`src/rtl/matrix_stream_reader_pkg.sv`:
```
// Shared definitions for the transformer matrix path: element and matrix
// geometry, the stream reader state encoding, the beat payload and the
// address helper used for row-major and transposed reads.
package transformer_pkg;

  localparam int DATA_W      = 16;
  localparam int DIM         = 64;
  localparam int LOG2_DIM    = $clog2(DIM);
  localparam int ADDR_W      = 2 * LOG2_DIM;
  localparam int MAT_ENTRIES = DIM * DIM;

  typedef enum logic [1:0] {
    IDLE  = 2'd0,
    RUN   = 2'd1,
    DRAIN = 2'd2,
    DONE  = 2'd3
  } reader_state_t;

  typedef struct packed {
    logic [DATA_W-1:0]   data;
    logic [LOG2_DIM-1:0] row;
    logic [LOG2_DIM-1:0] col;
    logic                last_col;
    logic                last;
  } beat_t;

  // Maps the linear issue index to an SRAM address; transposed order swaps
  // the row and column halves so the stream walks the matrix by columns.
  function automatic logic [ADDR_W-1:0] reader_addr(input logic [ADDR_W-1:0] idx,
                                                   input logic              xpose);
    logic [LOG2_DIM-1:0] r;
    logic [LOG2_DIM-1:0] c;
    r = idx[ADDR_W-1:LOG2_DIM];
    c = idx[LOG2_DIM-1:0];
    return xpose ? {c, r} : {r, c};
  endfunction

endpackage

```
`src/rtl/matrix_stream_reader_if.sv`:
```
// Bus bundle of the stream reader: the SRAM read port toward the shared
// matrix memory and the valid/ready element stream toward the datapath.
// The master side is the reader itself.
interface matrix_stream_reader_if import transformer_pkg::*; ();

  logic                mem_re;
  logic [ADDR_W-1:0]   mem_raddr;
  logic [DATA_W-1:0]   mem_rdata;
  logic                m_valid;
  logic                m_ready;
  logic [DATA_W-1:0]   m_data;
  logic [LOG2_DIM-1:0] m_row;
  logic [LOG2_DIM-1:0] m_col;
  logic                m_last_col;
  logic                m_last;

  modport master (
    output mem_re, mem_raddr,
    input  mem_rdata,
    output m_valid,
    input  m_ready,
    output m_data, m_row, m_col, m_last_col, m_last
  );

  modport slave (
    input  mem_re, mem_raddr,
    output mem_rdata,
    input  m_valid,
    output m_ready,
    input  m_data, m_row, m_col, m_last_col, m_last
  );

endinterface

```
`src/rtl/matrix_stream_reader_fifo.sv`:
```
// Two-entry synchronous FIFO used as the skid buffer between SRAM read
// returns and the output stream. Pops on an empty buffer are ignored; a push
// into a full buffer is accepted only when a pop frees a slot on the same edge.
module stream_fifo2 #(
  parameter int W = 8
) (
  input  logic         clk,
  input  logic         rst,
  input  logic         push,
  input  logic         pop,
  input  logic [W-1:0] din,
  output logic [W-1:0] dout,
  output logic [1:0]   count,
  output logic         full,
  output logic         empty
);

  logic [W-1:0] slot_q [2];
  logic         wr_ptr_q;
  logic         rd_ptr_q;
  logic [1:0]   count_q;
  logic         do_push;
  logic         do_pop;

  assign empty   = (count_q == 2'd0);
  assign full    = (count_q == 2'd2);
  assign count   = count_q;
  assign dout    = slot_q[rd_ptr_q];
  assign do_pop  = pop && !empty;
  assign do_push = push && (!full || do_pop);

  // Pointer and occupancy bookkeeping; a simultaneous push and pop leaves the count unchanged
  always_ff @(posedge clk) begin
    if (rst) begin
      wr_ptr_q <= 1'b0;
      rd_ptr_q <= 1'b0;
      count_q  <= 2'd0;
    end else begin
      if (do_push) wr_ptr_q <= !wr_ptr_q;
      if (do_pop)  rd_ptr_q <= !rd_ptr_q;
      if (do_push && !do_pop)      count_q <= count_q + 2'd1;
      else if (do_pop && !do_push) count_q <= count_q - 2'd1;
    end
  end

  // Payload storage; when full, the slot being written is the one popped on this edge
  always_ff @(posedge clk) begin
    if (rst) begin
      slot_q[0] <= '0;
      slot_q[1] <= '0;
    end else if (do_push) begin
      slot_q[wr_ptr_q] <= din;
    end
  end

endmodule

```
`src/rtl/matrix_stream_reader.sv`:
```
// Streams the 64x64 matrix from the shared SRAM to the transformer datapath,
// one element per beat, in row-major or transposed order. Reads are issued
// only when the two-entry buffer plus the single in-flight read can absorb the
// result, so backpressure never drops or duplicates an element.
module matrix_stream_reader import transformer_pkg::*; (
  input  logic                    sys_clk,
  input  logic                    sys_rst,
  input  logic                    start,
  input  logic                    transpose,
  matrix_stream_reader_if.master  bus,
  output logic                    busy,
  output logic                    done
);

  localparam logic [ADDR_W-1:0] LAST_IDX = ADDR_W'(MAT_ENTRIES - 1);

  reader_state_t       state_q;
  reader_state_t       state_d;
  logic [ADDR_W-1:0]   idx_q;
  logic [ADDR_W-1:0]   raddr_q;
  logic [ADDR_W-1:0]   issue_addr;
  logic                xpose_q;
  logic                inflight_q;
  logic [LOG2_DIM-1:0] issue_row;
  logic [LOG2_DIM-1:0] issue_col;
  logic [LOG2_DIM-1:0] fl_row_q;
  logic [LOG2_DIM-1:0] fl_col_q;
  logic                fl_last_col_q;
  logic                fl_last_q;
  beat_t               push_beat;
  beat_t               head_beat;
  beat_t               out_beat;
  logic                push;
  logic                pop;
  logic                issue;
  logic                fifo_full;
  logic                fifo_empty;
  logic [1:0]          fifo_count;
  logic [2:0]          projected;

  assign issue_row  = idx_q[ADDR_W-1:LOG2_DIM];
  assign issue_col  = idx_q[LOG2_DIM-1:0];
  assign issue_addr = reader_addr(idx_q, xpose_q);

  assign pop       = !fifo_empty && bus.m_ready;
  assign projected = {1'b0, fifo_count} + {2'b00, inflight_q} - {2'b00, pop};
  assign issue     = (state_q == RUN) && (projected < 3'd2);

  assign bus.mem_re    = issue;
  assign bus.mem_raddr = issue ? issue_addr : raddr_q;

  assign push      = inflight_q;
  assign push_beat = '{data:     bus.mem_rdata,
                       row:      fl_row_q,
                       col:      fl_col_q,
                       last_col: fl_last_col_q,
                       last:     fl_last_q};

  assign out_beat       = fifo_empty ? '0 : head_beat;
  assign bus.m_valid    = !fifo_empty;
  assign bus.m_data     = out_beat.data;
  assign bus.m_row      = out_beat.row;
  assign bus.m_col      = out_beat.col;
  assign bus.m_last_col = out_beat.last_col;
  assign bus.m_last     = out_beat.last;

  assign busy = (state_q != IDLE);
  assign done = (state_q == DONE);

  stream_fifo2 #(
    .W ($bits(beat_t))
  ) u_fifo (
    .clk   (sys_clk),
    .rst   (sys_rst),
    .push  (push),
    .pop   (pop),
    .din   (push_beat),
    .dout  (head_beat),
    .count (fifo_count),
    .full  (fifo_full),
    .empty (fifo_empty)
  );

  // State register
  always_ff @(posedge sys_clk) begin
    if (sys_rst) state_q <= IDLE;
    else         state_q <= state_d;
  end

  // Next-state logic: start is only honoured in IDLE, DONE lasts a single cycle
  always_comb begin
    state_d = state_q;
    unique case (state_q)
      IDLE:    if (start) state_d = RUN;
      RUN:     if (issue && (idx_q == LAST_IDX)) state_d = DRAIN;
      DRAIN:   if (pop && out_beat.last) state_d = DONE;
      DONE:    state_d = IDLE;
      default: state_d = IDLE;
    endcase
  end

  // Issue counter and latched order; the counter stops at the last element instead of wrapping
  always_ff @(posedge sys_clk) begin
    if (sys_rst) begin
      idx_q   <= '0;
      xpose_q <= 1'b0;
    end else if ((state_q == IDLE) && start) begin
      idx_q   <= '0;
      xpose_q <= transpose;
    end else if (issue && (idx_q != LAST_IDX)) begin
      idx_q <= idx_q + ADDR_W'(1);
    end
  end

  // In-flight read tracking; reset clears the flag so a late SRAM return is never buffered
  always_ff @(posedge sys_clk) begin
    if (sys_rst) begin
      inflight_q    <= 1'b0;
      fl_row_q      <= '0;
      fl_col_q      <= '0;
      fl_last_col_q <= 1'b0;
      fl_last_q     <= 1'b0;
      raddr_q       <= '0;
    end else begin
      inflight_q <= issue;
      if (issue) begin
        fl_row_q      <= issue_row;
        fl_col_q      <= issue_col;
        fl_last_col_q <= (issue_col == LOG2_DIM'(DIM - 1));
        fl_last_q     <= (idx_q == LAST_IDX);
        raddr_q       <= issue_addr;
      end
    end
  end

  // Buffer overflow guard: the issue throttle must make this impossible
  always_ff @(posedge sys_clk) begin
    if (!sys_rst) assert (!(fifo_full && push && !pop));
  end

endmodule

```
`src/flat_wrapper.sv`:
```
// flat-port wrapper written by rule: the top's interface ports become plain ports
module matrix_stream_reader_flat import transformer_pkg::*;
  (sys_clk, sys_rst, start, transpose, busy, done, bus_mem_re, bus_mem_raddr, bus_mem_rdata, bus_m_valid, bus_m_ready, bus_m_data, bus_m_row, bus_m_col, bus_m_last_col, bus_m_last);
  matrix_stream_reader_if bus_i ();
  input  logic sys_clk;
  input  logic sys_rst;
  input  logic start;
  input  logic transpose;
  output logic busy;
  output logic done;
  output wire logic [$bits(bus_i.mem_re)-1:0] bus_mem_re;
  output wire logic [$bits(bus_i.mem_raddr)-1:0] bus_mem_raddr;
  input wire logic [$bits(bus_i.mem_rdata)-1:0] bus_mem_rdata;
  output wire logic [$bits(bus_i.m_valid)-1:0] bus_m_valid;
  input wire logic [$bits(bus_i.m_ready)-1:0] bus_m_ready;
  output wire logic [$bits(bus_i.m_data)-1:0] bus_m_data;
  output wire logic [$bits(bus_i.m_row)-1:0] bus_m_row;
  output wire logic [$bits(bus_i.m_col)-1:0] bus_m_col;
  output wire logic [$bits(bus_i.m_last_col)-1:0] bus_m_last_col;
  output wire logic [$bits(bus_i.m_last)-1:0] bus_m_last;
  assign bus_mem_re = bus_i.mem_re;
  assign bus_mem_raddr = bus_i.mem_raddr;
  assign bus_i.mem_rdata = bus_mem_rdata;
  assign bus_m_valid = bus_i.m_valid;
  assign bus_i.m_ready = bus_m_ready;
  assign bus_m_data = bus_i.m_data;
  assign bus_m_row = bus_i.m_row;
  assign bus_m_col = bus_i.m_col;
  assign bus_m_last_col = bus_i.m_last_col;
  assign bus_m_last = bus_i.m_last;
  matrix_stream_reader u_core (.sys_clk(sys_clk), .sys_rst(sys_rst), .start(start), .transpose(transpose), .bus(bus_i), .busy(busy), .done(done));
endmodule
```
`config.mk`:
```
export PLATFORM = sky130hd
export DESIGN_NAME = matrix_stream_reader_flat
export DESIGN_NICKNAME = d
export VERILOG_FILES = /design/src/rtl/matrix_stream_reader_pkg.sv /design/src/rtl/matrix_stream_reader_if.sv /design/src/rtl/matrix_stream_reader_fifo.sv /design/src/rtl/matrix_stream_reader.sv /design/src/flat_wrapper.sv
export SDC_FILE = /design/constraint.sdc
export NUM_CORES = 1
export LEC_CHECK = 0
export ABC_CLOCK_PERIOD_IN_PS = 10560
export CAP_MARGIN = 20
export CORE_ASPECT_RATIO = 0.9
export CORE_UTILIZATION = 43
export DETAILED_ROUTE_END_ITERATION = 8
export DONT_BUFFER_PORTS = 1
export GPL_TIMING_DRIVEN = 0
export PLACE_DENSITY = 0.59
export SYNTH_ARGS = -nofsm -noshare
export SYNTH_HDL_FRONTEND = slang
export SYNTH_SLANG_ARGS = --single-unit
```
`constraint.sdc`:
```
create_clock -name sys_clk -period 10.56 [get_ports sys_clk]
set_clock_uncertainty 0.05 [all_clocks]
set_input_delay 2.64 -clock sys_clk [delete_from_list [all_inputs] [get_ports sys_clk]]
set_output_delay 2.64 -clock sys_clk [all_outputs]
set_load 0.05 [all_outputs]
```
# Word-level counts from Yosys, hierarchy flattened
# Memories as Yosys holds them, arrays and structs flattened. A register that Yosys moved wholly into a read port is not among the register bits.
# Cells that the tools add are included.
# word_totals
regBits	46
ram_bits	60
wordCells	72
output_inout_bits	46
inputBits	21
memories	1
# op_classes
add_sub_neg	5
reduce_logical	24
eq_ne	10
order_cmp	1
muxes	19
# memory_table
memory	words	width	read_ports	rd_ports_with_merged_regs	wr	line_no	rtl
u_core.u_fifo.slot_q	2	30	1	1	2	matrix_stream_reader_fifo.sv:18	logic [W-1:0] slot_q [2];
# ops
op	count
$mux 30	2
$reduce_or 30->1	1
$mux 12	2
$add 12x1->12 const B	1
$eq 12x12->1 const B	1
$ne 12x12->1 const B	1
$logic_and 1x1->1	10
$mux 2	5
$mux 1	9
$pmux 2 s4	1
$eq 2x2->1 const B	3
$eq 6x6->1 const B	1
$logic_not 1->1	6
$logic_not 2->1	2
$ne 2x2->1 const B	2
$reduce_bool 2->1	2
$add 2x1->3	1
$lt 3x2->1 const B	1
$reduce_and 3->1	1
$sub 3x1->3	1
$add 2x1->2 const B	1
$eq 2x1->1 const B	1
$ne 2x1->1 const B	1
$reduce_or 2->1	1
other kinds (2)	2

# Logic depth before layout (Yosys ltp)
# Gate-level depths: netlist of the first run.
# depth
depth_word	11
depth_mapped	12
depth_no_buf	10

# Cells and area by module
# Synthesis of the first run repeated with hierarchy kept, for this count alone.
# unflattened
hier_cells	465
area_unflattened_um2	5071.1
# modules_own_cells
module	seq_area_each_um2	n_inst	cells_each	area_per_inst_um2
stream_fifo2	1901.8	1	187	2822.7
matrix_stream_reader	840.8	1	278	2248.4

# Worst setup path after synthesis of the first run
# No wires, ideal clock.
# synth_timing
path_type	in2out
startpoint	in bus_m_ready
endpoint	out bus_mem_raddr[10]
n_path_buf	1
required_time_ns	7.870
arrival_time_ns	5.442
slack_ns	2.428
stages	10
path_cell_list	o21ai_0 > inv_1 > ha_1 > nand2b_1 > fa_1 > and2_1 > nand2_1 > clkinv_1 > clkbuf_1 > a21oi_1
# synth_via
elab_chain_len	5
# synth_lines
item	line_no	rtl
from (decl)	flat_wrapper.sv:15	input wire logic [$bits(bus_i.m_ready)-1:0] bus_m_ready;
$logic_and 1x1->1	matrix_stream_reader.sv:45	assign pop = !fifo_empty && bus.m_ready;
$sub 3x1->3	matrix_stream_reader.sv:46	assign projected = {1'b0, fifo_count} + {2'b00, inflight_q} - {2'b00, pop};
$lt 3x2->1	matrix_stream_reader.sv:47	assign issue = (state_q == RUN) && (projected < 3'd2);
$logic_and 1x1->1	matrix_stream_reader.sv:47	
via bus_mem_re	flat_wrapper.sv:11	output wire logic [$bits(bus_i.mem_re)-1:0] bus_mem_re;
$mux 12	-	
to (decl)	flat_wrapper.sv:12	output wire logic [$bits(bus_i.mem_raddr)-1:0] bus_mem_raddr;
# The timed path passes the listed nets, and every way through them passes these cells.

# Worst setup path in the final report of the first run
# layout_timing
startpoint	in bus_m_ready
endpoint	out bus_mem_raddr[8]
# The elaborated chain is that of the path after synthesis.

==> results of run 1 <==
-- routing by layer --
| layer | up-vias | track usage (%) | share of wire [%] |
|---|---|---|---|
| li1 | 1649 | - | - |
| met1 | 1597 | 24.20 | 47 |
| met2 | 68 | 27.10 | 46 |
| met3 | 8 | 5.325 | 5.9 |
| met4 | 0 | 5.009 | 0.87 |
| met5 | - | 0 | 0 |
-- kinds of logic after synthesis --
kind of cell / Yosys count
adders and majority gates: 9
muxes: 44
buffers and inverters: 45
DFF: 107
and+or+nand+nor: 183
xor gates and xnor gates: 6
AOI/OAI and AO/OA: 71
-- area by class of cell --
| cell class | instances | share of cell area, % |
|---|---|---|
| multi-input combinational | 313 | 36.90 |
| sequential | 107 | 50.39 |
| clock buffer | 12 | 4.920 |
| clock inverter | 4 | 0.5747 |
| tap | 152 | 3.494 |
| buffer | 35 | 2.667 |
| timing repair buffer | 1 | 0.3678 |
| inverter | 10 | 0.6897 |
-- cell usage after synthesis, drive strengths merged --
| library cell | n | area share (%) |
|---|---|---|
| nand2 | 32 | 2.4 |
| a31o | 1 | 0.18 |
| or3 | 3 | 0.38 |
| clkbuf | 27 | 2.1 |
| inv | 9 | 0.69 |
| and3 | 1 | 0.13 |
| nand3 | 6 | 0.61 |
| xnor2 | 1 | 0.18 |
| o21a | 3 | 0.46 |
| a31oi | 1 | 0.13 |
| nor2 | 53 | 4.0 |
| o41ai | 2 | 0.36 |
| clkinv | 1 | 0.076 |
| buf | 8 | 0.86 |
| nand2b | 6 | 0.76 |
| nor3b | 1 | 0.15 |
| mux2i | 44 | 8.9 |
| or2 | 1 | 0.13 |
| or4 | 6 | 0.99 |
| ha | 8 | 2.0 |
| o2111a | 1 | 0.23 |
| nor3 | 4 | 0.41 |
| o21ai | 6 | 0.61 |
| o211a | 1 | 0.20 |
| o21bai | 2 | 0.30 |
| nor4 | 3 | 0.38 |
| edfxtp | 60 | 37 |
| a211oi | 12 | 1.8 |
| o31a | 1 | 0.18 |
| o31ai | 5 | 0.76 |
| a21oi | 36 | 3.7 |
| dfxtp | 47 | 19 |
| xor2 | 5 | 1.0 |
| and2 | 62 | 7.9 |
| fa | 1 | 0.41 |
| nand4 | 5 | 0.76 |
-- power by group through the flow --
stage | sequential, µW | clock (µW) | combinational (µW)
floorplan | 523 | 0 | 578
global placement | 529 | 0 | 654
detailed placement | 530 | 0 | 667
CTS | 521 | 340 | 668
global route | 527 | 351 | 710
finish | 520 | 331 | 664
-- layout by cell type (no fill, tap or decap), drive strengths merged, types with 8 or more instances in the layout --
master	Yosys	routed
clkbuf	27	39
edfxtp	60	60
dfxtp	47	47
and2	62	62
mux2i	44	44
a211oi	12	12
nand2	32	32
buf	8	9
nor2	53	53
a21oi	36	36
inv	9	10
ha	8	8
-- state kept, by name, indices dropped and copies added, names as in the netlist, 2 cells and up, named ones only --
register	cells
u_core.u_fifo.count	2
u_core.fl_col_q	6
u_core.fl_row_q	6
u_core.raddr_q	12
u_core.u_fifo.slot_q	60
u_core.idx_q	12
u_core.state_q	2
-- through the flow --
step | utilization [%] | hold slack [ns] | setup WS, ns | cell area [µm²]
floorplan | - | 0.3901 | 2.428 | 4922
global placement | 46.52 | 0.4043 | 2.071 | 5112
detailed placement | 46.80 | 0.4152 | 2.044 | 5144
CTS | 49.52 | 0.4247 | 2.042 | 5443
global route | 49.52 | 0.4373 | 1.815 | 5443
finish | 49.52 | 0.4208 | 2.056 | 5443
-- worst max-delay path: stages --
cell      delay (ns)
o21ai_0         0.19
inv_1           0.10
ha_1            0.28
nand2b_1        0.16
fa_1            0.45
and2_1          0.19
nand2_1         0.16
clkinv_1        0.21
clkbuf_1        0.47
a21oi_1         0.97
-- final timing paths --
kind,endpoint,slack (ns),cells after the start
setup / recovery,bus_mem_raddr[8],2.06,10
hold / removal,u_core.fl_row_q[0]$_SDFFE_PP0N_,0.42,2
setup reg to reg,u_core.fl_row_q[5]$_SDFFE_PP0N_,7.15,12
hold reg to reg,u_core.fl_row_q[0]$_SDFFE_PP0N_,0.42,2
==> reports/qor.yml, run 1 <==
synth_fa_ha_area_share_pct: 2.440
multi_input_area_um2: 2008
p_sw_uw: 712.3
worstSetupStartpoint: "bus_m_ready"
syn_avg_cell_area_um2: 10.59
p_per_area_nw_per_um2: 278.4
wl_mm: 10.03
antenna_found_initial: 0
ant_nets: 0
leakagePower_uw: 0.001892
cts_tree: "built"
worstSetupPathType: "in -> out"
final_layout_size_suffix_gt1_share_pct: 5.809
cts_max_level: 3
grt_pass1_vias: 3029
die_w_um: 114.8
drc: 0
nFillCells: 1044
cts_resized: 0
fp.dieH_um: 103.5
finalWeightedCongestion: 0.8654
worstPathArrival_ns: 5.81
routedWlPerCell_um: 15.82
min_from: "u_core.fl_row_q[0]$_SDFFE_PP0N_"
post_cts_buffers: 0
reg2reg_from: "u_core.u_fifo.count[1]$_SDFFE_PP0P_"
grt_first_pass_wirelength_mm: 15.90
antenna_cells: 0
period_minus_slack_ns: 8.504
fin_cells: 634
rows: 36
synth_top_family_by_area: "simple AND/OR/NAND/NOR gates"
p_sw_share_pct: 47.01
cts_buffer_depth: 2
seq_area_um2: 2743
place_inst: 618
hold_path.class: "reg -> reg"
synthDistinctLibCells: 42
setup_viol_count_final: 0
cts_root_buffer: "clkbuf_16"
clockPowerShare_pct: 21.9
status: "complete, no violations"
crit_path_max_fanout: 10
relSlewSlack_pct: 29.09
vias_per_cell: 5.240
synth-compound-area-share_pct: 8.897
grt_max_degree: 31
portBuffers: 0
insertion_delay_ns: 0.35
dr_total_vias: 3322
p_int_uw: 802.9
drt_pass1_iterations: 5
area_growth_pct: 10.57
ys_seq_elements: 107
pwr-share-seq_pct: 34.3
synth-seq-area-share_pct: 55.72
synthesis.area_um2: 4922
finalPower_uw: 1515
fmax_mhz: 117.6
place_hpwl_mm: 7.064
synth-xor-area-share_pct: 1.220
slew_violations: 0
grt_use_total_pct: 17.68
tightest_slew_ns: 1.067
clock-sinks: 107
cts-buffers-inserted: 9
final.setup.tns_ns: 0
finalHoldViolations: 0
yosys_warnings: 0
grt_overflow_total: 0
clk_transition_reported_paths_ns: 0.07
synth-simple-area-share_pct: 19.06
io_pins: 67
p_comb_share_pct: 43.8
synthesis.nets: 495
die_area_um2: 11880
vdd_drop_max_v: 0.0001286
synthCells: 465
finalNetCount: 507
rsz0062_at_grt: "no"
synthMuxAreaShare_pct: 8.948
hold_buffers: 0
timing.final.crit_share_pct: 80.53
core_area_um2: 10990
crit_required_ns: 7.87
start_kind: "input port"
start_util_pct: 44.79
maxCapViolations: 0
drtIter0Drc: 285
cp-end-kind: "primary output"
(Power assumes the default switching activity.)
==> run 2: changes to the inputs <==
--- a/config.mk
+++ b/config.mk
@@ -5,14 +5,14 @@
 export SDC_FILE = /design/constraint.sdc
 export NUM_CORES = 1
 export LEC_CHECK = 0
-export ABC_CLOCK_PERIOD_IN_PS = 10560
+export ABC_CLOCK_PERIOD_IN_PS = 7100
 export CAP_MARGIN = 20
 export CORE_ASPECT_RATIO = 0.9
 export CORE_UTILIZATION = 43
 export DETAILED_ROUTE_END_ITERATION = 8
 export DONT_BUFFER_PORTS = 1
 export GPL_TIMING_DRIVEN = 0
-export PLACE_DENSITY = 0.59
+export PLACE_DENSITY = 0.61
 export SYNTH_ARGS = -nofsm -noshare
 export SYNTH_HDL_FRONTEND = slang
 export SYNTH_SLANG_ARGS = --single-unit
==> constraint.sdc (replaced) <==
create_clock -name sys_clk -period 7.1 [get_ports sys_clk]
set_clock_uncertainty 0.05 [all_clocks]
set_input_delay 1.775 -clock sys_clk [delete_from_list [all_inputs] [get_ports sys_clk]]
set_output_delay 1.775 -clock sys_clk [all_outputs]
set_load 0.05 [all_outputs]
==> reports/qor.yml, run 2 (synthesis gave the netlist of run 1 again) <==
status: "complete, no violations"
hold_path.class: "reg -> reg"
cp-end-kind: "primary output"
leakagePower_uw: 0.001881  # -0.59%
finalHoldViolations: 0  # unchanged
final.setup.tns_ns: 0  # unchanged
portBuffers: 0  # unchanged
p_sw_uw: 1056  # +48%
start_util_pct: 44.79  # unchanged
holdWs_ns: 0.4112  # -0.009620 ns
worstPathArrival_ns: 4.95  # -0.86 ns
wl_mm: 9.950  # -0.83%
place_inst: 617  # -0.16%
io_pins: 67  # unchanged
crit_family: "compound AO/OA/AOI/OAI gates"
worstSetupPathType: "in -> out"
cts-buffers-inserted: 9  # unchanged
cp_cell_sequence: "o21ai_0 -> inv_1 -> ha_1 -> nand2b_1 -> fa_1 -> xnor2_1 -> nand2_1 -> clkinv_1 -> clkbuf_1 -> a21oi_1"
place_hpwl_mm: 6.962  # -1.4%
cp_slowest_cell: "a21oi_1"
insertion_delay_ns: 0.34  # about the same
wl_met2_mm: 4.652  # -0.15%
routedWlPerCell_um: 15.72  # -0.67%
grt_pass1_vias: 3248  # +7.2%
p_comb_share_pct: 43.4  # -0.4 points
p_sw_share_pct: 46.71  # -0.30 points
m1WireLength_mm: 4.625  # -1.5%
clock-sinks: 107  # unchanged
drtIter0Drc: 228  # -20%
die_w_um: 114.8  # unchanged
final_common_cell: "and2_1"
post_cts_buffers: 0  # unchanged
antenna_found_initial: 0  # unchanged
slew_violations: 0  # unchanged
rsz0062_at_grt: "no"
final_layout_size_suffix_gt1_share_pct: 5.613  # -0.20 points
antenna_cells: 0  # unchanged
largest_reg_flops: 60  # unchanged
dr_total_vias: 3329  # +0.21%
grt_overflow_total: 0  # unchanged
fmax_mhz: 147.7
wl_met3_um: 543  # -8.3%
maxUsedRoutingLayer: "met4"
fin_cells: 633  # -0.16%
clk_transition_reported_paths_ns: 0.07  # about the same
finalNetCount: 506  # -0.20%
setup_viol_count_final: 0  # unchanged
crit_path_max_fanout: 10  # unchanged
grt_first_pass_wirelength_mm: 16.19  # +1.8%
p_per_area_nw_per_um2: 416.7  # +50%
die_area_um2: 11880  # unchanged
grt_max_degree: 31  # unchanged
start_kind: "input port"
critPathMaxStageDelay_ns: 0.98  # about the same
cts_buffer_depth: 2  # unchanged
period_minus_slack_ns: 6.773
largestRegisters: "u_core.u_fifo.slot_q (60), u_core.idx_q (12), u_core.raddr_q (12)"
finalWeightedCongestion: 0.8916  # +3.0%
vdd_drop_max_v: 0.0001594  # +24%
top_register: "u_core.u_fifo.slot_q"
drt_pass1_iterations: 4  # -1
crit_required_ns: 5.28  # -2.59 ns
cts_max_level: 3  # unchanged
vias_per_cell: 5.259  # +0.37%
rows: 36  # unchanged
clockPowerShare_pct: 22.4  # +0.5 points
core_area_um2: 10990  # unchanged
relSlewSlack_pct: 28.90  # -0.20 points
hold_buffers: 0  # unchanged
ant_nets: 0  # unchanged
grt_use_total_pct: 17.68  # about the same
pwr-share-seq_pct: 34.2  # about the same
fp.dieH_um: 103.5  # unchanged
tightest_slew_ns: 1.070  # +0.002947 ns
area_growth_pct: 10.24
cp_num_buf_inv: 3  # unchanged
cts_tree: "built"
cts_resized: 0  # unchanged
cts_root_buffer: "clkbuf_16"
maxCapViolations: 0  # unchanged
drc: 0  # unchanged
p_int_uw: 1205  # +50%
timing.final.crit_share_pct: 95.39
mostFrequentLayoutCells: "and2_1, edfxtp_1, nor2_1"
## run 2: cell count changes in the layout (fill, tap and decap cells not counted), sizes merged
cell,change
inv,+1
bufinv,+1
clkbuf,-1
clkinv,-2
buf,-1
clkinvlp,+1
## run 2: per-stage QoR
step	util (%)	instance area [µm²]	power, µW	worst slack, ns
2_1_floorplan	-	4922	1638	0.6981
5_1_grt	49.37	5426	2381	0.07186
4_1_cts	49.37	5426	2278	0.3404
6_report	49.37	5426	2261	0.3275
3_5_place_dp	46.62	5124	1777	0.3437
3_3_place_gp	46.52	5112	1757	0.3625
## run 2: layer usage
metal / track usage, % / vias to the layer above
met5: 0 / -
met4: 5.844 / 0
met3: 4.564 / 13
met2: 27.62 / 73
met1: 23.86 / 1601
li1: - / 1642
## run 2: worst paths after layout
check | start | endpoint | slack [ns] | depth (start not counted)
hold reg to reg | u_core.fl_col_q[2]$_SDFFE_PP0N_ | u_core.fl_col_q[2]$_SDFFE_PP0N_ | 0.41 | 2
setup reg to reg | u_core.u_fifo.count[1]$_SDFFE_PP0P_ | u_core.fl_col_q[0]$_SDFFE_PP0N_ | 3.69 | 12
hold / removal | u_core.fl_col_q[2]$_SDFFE_PP0N_ | u_core.fl_col_q[2]$_SDFFE_PP0N_ | 0.41 | 2
setup / recovery | bus_m_ready | bus_mem_raddr[8] | 0.33 | 10
## run 2: power groups by stage
stage,clock network [µW],logic [µW],registers [µW]
2_1_floorplan,0,860,779
3_3_place_gp,0,970,786
3_5_place_dp,0,988,789
4_1_cts,513,990,775
5_1_grt,541,1060,783
6_report,506,981,774
## run 2: area by class of cell
class / instances / area [µm²]
Fill cell: 1032 / 5564
Sequential cell: 107 / 2743
Tap cell: 152 / 190.2
Clock buffer: 11 / 242.7
Buffer: 35 / 145.1
Multi-Input combinational cell: 313 / 2008
Inverter: 10 / 37.54
Clock inverter: 5 / 60.06
## run 2: tightest hold or removal path, stage by stage, from the launching register on
cell and delay (ns):
dfxtp_1 0.31, nand2_1 0.05, a21oi_1 0.05
==> run 3: changes to the inputs <==
--- a/config.mk
+++ b/config.mk
@@ -6,13 +6,13 @@
 export NUM_CORES = 1
 export LEC_CHECK = 0
 export ABC_CLOCK_PERIOD_IN_PS = 7100
-export CAP_MARGIN = 20
 export CORE_ASPECT_RATIO = 0.9
 export CORE_UTILIZATION = 43
 export DETAILED_ROUTE_END_ITERATION = 8
 export DONT_BUFFER_PORTS = 1
 export GPL_TIMING_DRIVEN = 0
 export PLACE_DENSITY = 0.61
+export SETUP_SLACK_MARGIN = 0.5
 export SYNTH_ARGS = -nofsm -noshare
 export SYNTH_HDL_FRONTEND = slang
 export SYNTH_SLANG_ARGS = --single-unit
==> reports/qor.yml, run 3 (synthesis gave the netlist of run 1 again) <==
status: "complete, no violations"
rows: 36  # unchanged
grt_max_degree: 31  # unchanged
worst-path-stages: 10  # unchanged
drt_pass1_iterations: 6  # +2
wl_met3_um: 526  # -3.1%
grt_pass1_vias: 3251  # +0.092%
wl_mm: 10.09  # +1.4%
ant_nets: 0  # unchanged
grt_overflow_total: 0  # unchanged
dr_total_vias: 3323  # -0.18%
post_cts_buffers: 0  # unchanged
final_common_cell: "and2_1"
core_area_um2: 10990  # unchanged
m1WireLength_mm: 4.757  # +2.9%
finalNetCount: 506  # unchanged
rsz0062_at_grt: "yes"
largest_reg_flops: 60  # unchanged
fp.dieH_um: 103.5  # unchanged
drc: 0  # unchanged
crit_required_ns: 5.28  # about the same
routedWlPerCell_um: 15.94  # +1.4%
critPathMaxStageDelay_ns: 0.68  # -0.30 ns
setup_viol_count_final: 0  # unchanged
antenna_cells: 0  # unchanged
top_register: "u_core.u_fifo.slot_q"
slew_violations: 0  # unchanged
drtIter0Drc: 243  # +6.6%
hold_depth: 2  # unchanged
grt_first_pass_wirelength_mm: 16.19  # about the same
cp_slowest_cell: "a21oi_2"
cp-end-kind: "primary output"
finalHoldViolations: 0  # unchanged
area_growth_pct: 12.40
fmax_mhz: 153.6  # +4.0%
vias_per_cell: 5.250  # -0.18%
cts_max_level: 3  # unchanged
worstSetupPathType: "in -> out"
largestRegisters: "u_core.u_fifo.slot_q (60), u_core.idx_q (12), u_core.raddr_q (12)"
p_int_uw: 1237  # +2.7%
p_comb_share_pct: 45.3  # +1.9 points
p_per_area_nw_per_um2: 423.4  # +1.6%
finalWeightedCongestion: 0.8916  # unchanged
period_minus_slack_ns: 6.510  # -0.2627 ns
cts-buffers-inserted: 9  # unchanged
timing.final.crit_share_pct: 91.69  # -3.7 points
cts_tree: "built"
r2r_cells: 12  # unchanged
cts_root_buffer: "clkbuf_16"
finalPower_uw: 2343  # +3.6%
grt_use_total_pct: 17.69  # about the same
insertion_delay_ns: 0.34  # about the same
tightest_slew_ns: 0.9774  # -0.09249 ns
cts_buffer_depth: 2  # unchanged
crit_path_max_fanout: 10  # unchanged
antenna_found_initial: 0  # unchanged
relSlewSlack_pct: 34.60  # +5.7 points
clk_transition_reported_paths_ns: 0.07  # about the same
final.setup.tns_ns: 0  # unchanged
clockPowerShare_pct: 21.7  # -0.7 points
clock-sinks: 107  # unchanged
mostFrequentLayoutCells: "and2_1, edfxtp_1, nor2_1"
hold_path.class: "reg -> reg"
wl_met2_mm: 4.669  # +0.37%
portBuffers: 0  # unchanged
start_util_pct: 44.79  # unchanged
die_area_um2: 11880  # unchanged
cp_cell_sequence: "o21ai_0 -> inv_1 -> ha_1 -> nand2b_1 -> fa_1 -> xnor2_1 -> nand2_1 -> clkinv_1 -> clkbuf_2 -> a21oi_2"
leakagePower_uw: 0.001894  # +0.69%
io_pins: 67  # unchanged
die_w_um: 114.8  # unchanged
crit_family: "compound AO/OA/AOI/OAI gates"
vdd_drop_max_v: 0.0001789  # +12%
worstPathArrival_ns: 4.68  # -0.27 ns
place_hpwl_mm: 6.962  # unchanged
nFillCells: 1020  # -1.2%
start_kind: "input port"
cp_num_buf_inv: 3  # unchanged
p_sw_share_pct: 47.19  # +0.47 points
fin_util_pct: 50.34  # +0.97 points
pwr-share-seq_pct: 33.0  # -1.2 points
maxUsedRoutingLayer: "met4"
maxCapViolations: 0  # unchanged
p_sw_uw: 1106  # +4.7%
final_layout_size_suffix_gt1_share_pct: 8.316  # +2.7 points
run 3: changes by cell type in the layout (fill, tap and decap cells not counted):
cell      previous run  this run
a21oi_4              0         8
clkbuf_2             1         2
clkbuf_1            27        26
a21oi_2              0         4
a21oi_1             36        24
run 3: stage by stage:
| stage | instance area [µm²] | hold WS [ns] | setup WS (ns) | instances |
|---|---|---|---|---|
| detailed placement | 5124 | 0.4034 | 0.3437 | 617 |
| floorplan | 4922 | 0.3901 | 0.6981 | 465 |
| CTS | 5434 | 0.4129 | 0.3404 | 633 |
| finish | 5533 | 0.4115 | 0.5902 | 633 |
| global placement | 5112 | 0.4031 | 0.3625 | 617 |
| global route | 5533 | 0.4399 | 0.3753 | 633 |
run 3: power groups by stage:
stage | sequential (µW) | clock (µW) | combinational (µW)
floorplan | 779 | 0 | 860
global placement | 786 | 0 | 970
detailed placement | 789 | 0 | 988
CTS | 775 | 513 | 995
global route | 783 | 541 | 1130
finish | 774 | 508 | 1060
run 3: repair_timing:
action                     CTS  global route
gates resized for setup      2            21
hold buffers                 0             0
setup endpoints to repair   11            11
run 3: layout make-up:
type	instances	area, µm²	area share (%)
Tap cell	152	190.2	3.437
Clock inverter	5	60.06	1.085
Inverter	10	37.54	0.6784
Buffer	35	146.4	2.646
Multi-Input combinational cell	313	2113	38.20
Clock buffer	11	242.7	4.387
Sequential cell	107	2743	49.57
run 3: worst reg2reg max path: stages, from the launching register on:
cell and delay (ns):
dfxtp_1 0.34, buf_6 0.14, o21ai_0 0.44, inv_1 0.09
ha_1 0.27, nand2b_1 0.16, fa_1 0.44, xnor2_1 0.25
nand2_1 0.17, clkinv_1 0.16, clkbuf_1 0.39, nor2_1 0.18
a211oi_1 0.26
run 3: final timing paths:
path | endpoint | startpoint | slack [ns]
setup reg to reg | u_core.raddr_q[3]$_SDFF_PP0_ | u_core.u_fifo.count[1]$_SDFFE_PP0P_ | 3.66
hold reg to reg | u_core.fl_col_q[2]$_SDFFE_PP0N_ | u_core.fl_col_q[2]$_SDFFE_PP0N_ | 0.41
setup / recovery | bus_mem_raddr[9] | bus_m_ready | 0.59
hold / removal | u_core.fl_col_q[2]$_SDFFE_PP0N_ | u_core.fl_col_q[2]$_SDFFE_PP0N_ | 0.41
run 3: metal layers:
layer / up-vias / global-route usage (%)
met5: - / 0
met4: 0 / 5.844
met3: 14 / 4.564
met2: 74 / 27.66
met1: 1588 / 23.86
li1: 1647 / -
